File: config.mk
export PLATFORM = sky130hd
export DESIGN_NAME = serial_subtractor
export DESIGN_NICKNAME = d
export VERILOG_FILES = /design/src/rtl/serial_subtractor_pkg.sv /design/src/rtl/full_subtractor.sv /design/src/rtl/serial_subtractor.sv
export SDC_FILE = /design/constraint.sdc
export NUM_CORES = 1
export LEC_CHECK = 0
export BUFFER_PORTS_ARGS = -buffer_cell sky130_fd_sc_hd__buf_2
export CAP_MARGIN = 20
export CORE_MARGIN = 1.5
export CORE_UTILIZATION = 54
export DETAILED_ROUTE_END_ITERATION = 6
export GPL_TIMING_DRIVEN = 0
export PLACE_DENSITY = 0.76
export SYNTH_ARGS = -nofsm -noshare
export SYNTH_HDL_FRONTEND = slang
export SYNTH_SLANG_ARGS = --single-unit
File: constraint.sdc
create_clock -name clk_i -period 1.6 [get_ports clk_i]
set_input_delay 0.08 -clock clk_i [delete_from_list [all_inputs] [get_ports clk_i]]
set_output_delay 0.08 -clock clk_i [all_outputs]
set_load 0.1 [all_outputs]
File: src/rtl/serial_subtractor_pkg.sv
// Shared types and constants for the bit-serial subtractor.
// Optional signed-overflow output is enabled with SERIAL_SUBTRACTOR_OVF_EN.
package serial_subtractor_pkg;

    typedef enum logic [1:0] {
        IDLE = 2'd0,
        RUN  = 2'd1,
        DONE = 2'd2
    } state_t;

    localparam int DEFAULT_WIDTH = 8;

    // Bit counter only has to reach WIDTH-1, so $clog2(WIDTH) bits suffice.
    function automatic int cnt_width(input int width);
        return (width > 2) ? $clog2(width) : 1;
    endfunction

endpackage

File: src/rtl/full_subtractor.sv
// One-bit full subtractor cell: d = a - b - bin, with borrow-out.
module full_subtractor (
    input  logic a,
    input  logic b,
    input  logic bin,
    output logic d,
    output logic bout
);

    assign d    = a ^ b ^ bin;
    assign bout = (~a & b) | (~(a ^ b) & bin);

endmodule

File: src/rtl/serial_subtractor.sv
// Bit-serial A - B, LSB first, one full-subtractor cell plus a registered borrow.
// Define SERIAL_SUBTRACTOR_OVF_EN to add the signed overflow_o result port.
module serial_subtractor
    import serial_subtractor_pkg::*;
#(
    parameter int WIDTH = DEFAULT_WIDTH
) (
    input  logic             clk_i,
    input  logic             rst_i,
    input  logic             start_i,
    input  logic [WIDTH-1:0] a_i,
    input  logic [WIDTH-1:0] b_i,
    output logic             busy_o,
    output logic             done_o,
    output logic [WIDTH-1:0] diff_o,
    output logic             borrow_o,
`ifdef SERIAL_SUBTRACTOR_OVF_EN
    output logic             zero_o,
    output logic             overflow_o
`else
    output logic             zero_o
`endif
);

    localparam int CNT_W = cnt_width(WIDTH);

    state_t           state;
    logic [WIDTH-1:0] a_sh;
    logic [WIDTH-1:0] b_sh;
    logic [WIDTH-1:0] res_sh;
    logic             borrow_q;
    logic [CNT_W-1:0] cnt;
    logic             cell_d;
    logic             cell_bout;
    logic [WIDTH-1:0] next_res;
    logic             last_bit;

    full_subtractor u_cell (
        .a    (a_sh[0]),
        .b    (b_sh[0]),
        .bin  (borrow_q),
        .d    (cell_d),
        .bout (cell_bout)
    );

    assign next_res = {cell_d, res_sh[WIDTH-1:1]};
    assign last_bit = (cnt == CNT_W'(WIDTH - 1));
    assign busy_o   = (state == RUN);

`ifdef SERIAL_SUBTRACTOR_OVF_EN
    // Operand MSBs are shifted out during RUN, so keep copies for the overflow term.
    logic a_msb;
    logic b_msb;

    always_ff @(posedge clk_i or negedge rst_i) begin
        if (!rst_i) begin
            a_msb      <= 1'b0;
            b_msb      <= 1'b0;
            overflow_o <= 1'b0;
        end else if (state != RUN) begin
            if (start_i) begin
                a_msb <= a_i[WIDTH-1];
                b_msb <= b_i[WIDTH-1];
            end
        end else if (last_bit) begin
            overflow_o <= (a_msb ^ b_msb) & (a_msb ^ cell_d);
        end
    end
`endif

    always_ff @(posedge clk_i or negedge rst_i) begin
        if (!rst_i) begin
            state    <= IDLE;
            a_sh     <= '0;
            b_sh     <= '0;
            res_sh   <= '0;
            borrow_q <= 1'b0;
            cnt      <= '0;
            done_o   <= 1'b0;
            diff_o   <= '0;
            borrow_o <= 1'b0;
            zero_o   <= 1'b0;
        end else begin
            done_o <= 1'b0;
            case (state)
                IDLE, DONE: begin
                    if (start_i) begin
                        a_sh     <= a_i;
                        b_sh     <= b_i;
                        res_sh   <= '0;
                        borrow_q <= 1'b0;
                        cnt      <= '0;
                        state    <= RUN;
                    end else begin
                        state <= IDLE;
                    end
                end
                RUN: begin
                    res_sh   <= next_res;
                    a_sh     <= a_sh >> 1;
                    b_sh     <= b_sh >> 1;
                    borrow_q <= cell_bout;
                    cnt      <= cnt + CNT_W'(1);
                    // Results are published only here, so they hold through IDLE and the next RUN.
                    if (last_bit) begin
                        state    <= DONE;
                        done_o   <= 1'b1;
                        diff_o   <= next_res;
                        borrow_o <= cell_bout;
                        zero_o   <= (next_res == '0);
                    end
                end
                default: state <= IDLE;
            endcase
        end
    end

endmodule

==> results.cfg <==
[placed_design]
gp_congestion = 0.725
port_buffers = 30
hpwl_mm = 2.30

[power_and_ir_drop]
max-vdd-ir-drop_mv = 1.30
p_per_area_nw_per_um2 = 2320
p_leak_nw = 1.08

[sta]
fmax_ghz = 0.648
setup_viol = 0
tightest_slew_ns = 0.857
finalCriticalPeriod_ns = 1.54
hold_viol = 0
whs_ns = 0.177
slew_violations = 0
slew_headroom = 0.429
period_share = 0.964
finClkSkew_ns = 0.00968

[logic_synthesis]
syn_avg_cell_area_um2 = 11.5
ys_types = 24
yosysWarnings = 0
syn_nets = 172
ys_ff_latch = 40
syn_area_um2 = 1730
netlist_instances = 150
synth_seq_area_share = 0.579

[setup_path]
path_max_fanout = 10
critPathCaptureType = register
criticalPathCategory = reg -> reg
start_kind = register
worstPathRequired_ns = 1.83
critPathArrivalTime_ns = 1.78

[cts]
path_clk_slew_ns = 0.12
clock_latency_ns = 0.34
clockRootBuffer = clkbuf_4
htree_levels = 2
clk_path_buf_depth = 2
cts_tree = yes
numCtsBuffers = 5
cts_sinks = 40

[detailed_routing]
totalWireLength_mm = 3.47
drc = 0
drt_iter0_markers = 43
dr_total_vias = 1303
detail-route-antenna-nets = 0
vias_per_cell = 5.21
firstDrtPassIters = 4
routedWlPerCell_um = 13.9

[floorplan]
dieArea_um2 = 3550
io_pins = 31
rows = 20
die_h_um = 59.6
coreArea_um2 = 3050
die_w_um = 59.6
start_util = 0.566

[worst_hold_path]
hold_path.class = in -> reg

[grt]
grt_use_total = 0.227
grt_pass1_wl_mm = 5.81
antenna_found_initial = 0
grt_max_degree = 41
grt-ovfl-total = 0
first_global_vias = 1276

[run_status]
status = finished, final reports clean

[layout]
multi_input_area_um2 = 606
seq_area_um2 = 1000
nNetsFinal = 227
final_util = 0.715
n_antenna_cell = 0
fillers = 225
area_delta_synth_final_pct = 26.4
drive_above_1_share = 0.291

[job]
cap_violations = 0
-- cell families (layout without fill, tap and decap cells) --
| family | after synthesis | count (layout) | synth area share |
|---|---|---|---|
| mux | 8 | 8 | 0.0608 |
| compound gates | 30 | 30 | 0.123 |
| flops | 40 | 40 | 0.579 |
| simple gates | 53 | 53 | 0.137 |
| fa+ha+maj | 3 | 3 | 0.0261 |
| buf+inv | 16 | 72 | 0.0739 |
-- worst paths after layout --
check                              startpoint  cells past startpoint  slack (ns)               endpoint
min                                   start_i                      5        0.18    b_sh[0]$_DFFE_PN0P_
max                        cnt[0]$_DFFE_PN0P_                      5        0.06  diff_o[5]$_DFFE_PN0P_
max reg2reg                cnt[0]$_DFFE_PN0P_                      5        0.06  diff_o[5]$_DFFE_PN0P_
min in group asynchronous               rst_i                      2        0.37    b_sh[0]$_DFFE_PN0P_
min reg2reg                zero_o$_DFFE_PN0P_                      2        0.49     zero_o$_DFFE_PN0P_
max in group asynchronous               rst_i                      2        0.64   state[0]$_DFFE_PN0P_
-- timing repair --
action / CTS / global route
resized for setup: 2 / 2
endpoints found under the setup margin: 1 / 6
hold buffers: 17 / 0
endpoints found under the hold margin: 56 / 0
setup buffers: 0 / 1
-- layout by cell type (no fill, tap or decap), drive strengths merged --
cell type,instances
buf,41
dfrtp,40
nand2,31
dlygate4sd3,17
nor2,15
a31oi,14
a22o,11
clkbuf,9
mux2,8
inv,4
o21ai,4
nand2b,2
ha,2
nor4,2
clkinv,1
nand3b,1
nor2b,1
o2bb2ai,1
nand3,1
fa,1
-- critical path: stages, from the launching register on --
cell      delay, ns
dfrtp_1        0.41
ha_1           0.20
ha_1           0.23
nand3b_4       0.12
buf_6          0.16
mux2_4         0.31
-- sequential cells by signal, summed over array words and instances, names as in the netlist --
signal,flops
cnt,3
zero_o,1
a_sh,8
done_o,1
res_sh,7
borrow_q,1
borrow_o,1
diff_o,8
b_sh,8
state,2
-- per-stage QoR --
stage / instance area, um2 / setup WS, ns / setup TNS (ns) / power, W / std cells
after detailed placement: 1930 / 0.0609 / 0 / 0.00446 / 224
after floorplan: 1730 / 0.169 / 0 / 0.00393 / 150
after CTS: 2170 / 0.0405 / 0 / 0.00504 / 249
after global routing: 2180 / -0.0522 / -0.0522 / 0.00541 / 250
after global placement: 1930 / 0.0853 / 0 / 0.00435 / 224
final: 2180 / 0.0573 / 0 / 0.00506 / 250
-- power by group --
part           leakage, nW  switching, W  internal [W]
clock network       0.0326      0.000316      0.000217
logic                0.563       0.00182      0.000923
registers            0.486      0.000304       0.00148
-- metal layers --
metal | vias up | part of all wire | GRT usage
li1 | 620 | - | -
met1 | 645 | 0.42 | 0.261
met2 | 36 | 0.53 | 0.400
met3 | 2 | 0.040 | 0.0699
met4 | 0 | 0.0043 | 0.0762
met5 | - | 0 | 0
-- area by class of cell --
type	count	share of cell area
sequential	40	0.459
multi-input combinational	94	0.277
timing repair buffer	48	0.153
buffer	11	0.0476
clock buffer	8	0.0269
tap	44	0.0252
inverter	5	0.0109
-- synthesized netlist by cell type, drive strengths merged --
master | count | share of area
a22o | 11 | 0.056
a31oi | 14 | 0.051
buf | 10 | 0.058
clkbuf | 1 | 0.0022
clkinv | 1 | 0.0051
dfrtp | 40 | 0.58
fa | 1 | 0.012
ha | 2 | 0.014
inv | 4 | 0.0087
mux2 | 8 | 0.061
nand2 | 31 | 0.067
nand2b | 2 | 0.0072
nand3 | 1 | 0.0029
nand3b | 1 | 0.012
nor2 | 15 | 0.037
nor2b | 1 | 0.0036
nor4 | 2 | 0.0072
o21ai | 4 | 0.012
o2bb2ai | 1 | 0.0051
No activity file was read; power rests on OpenSTA's default activity.
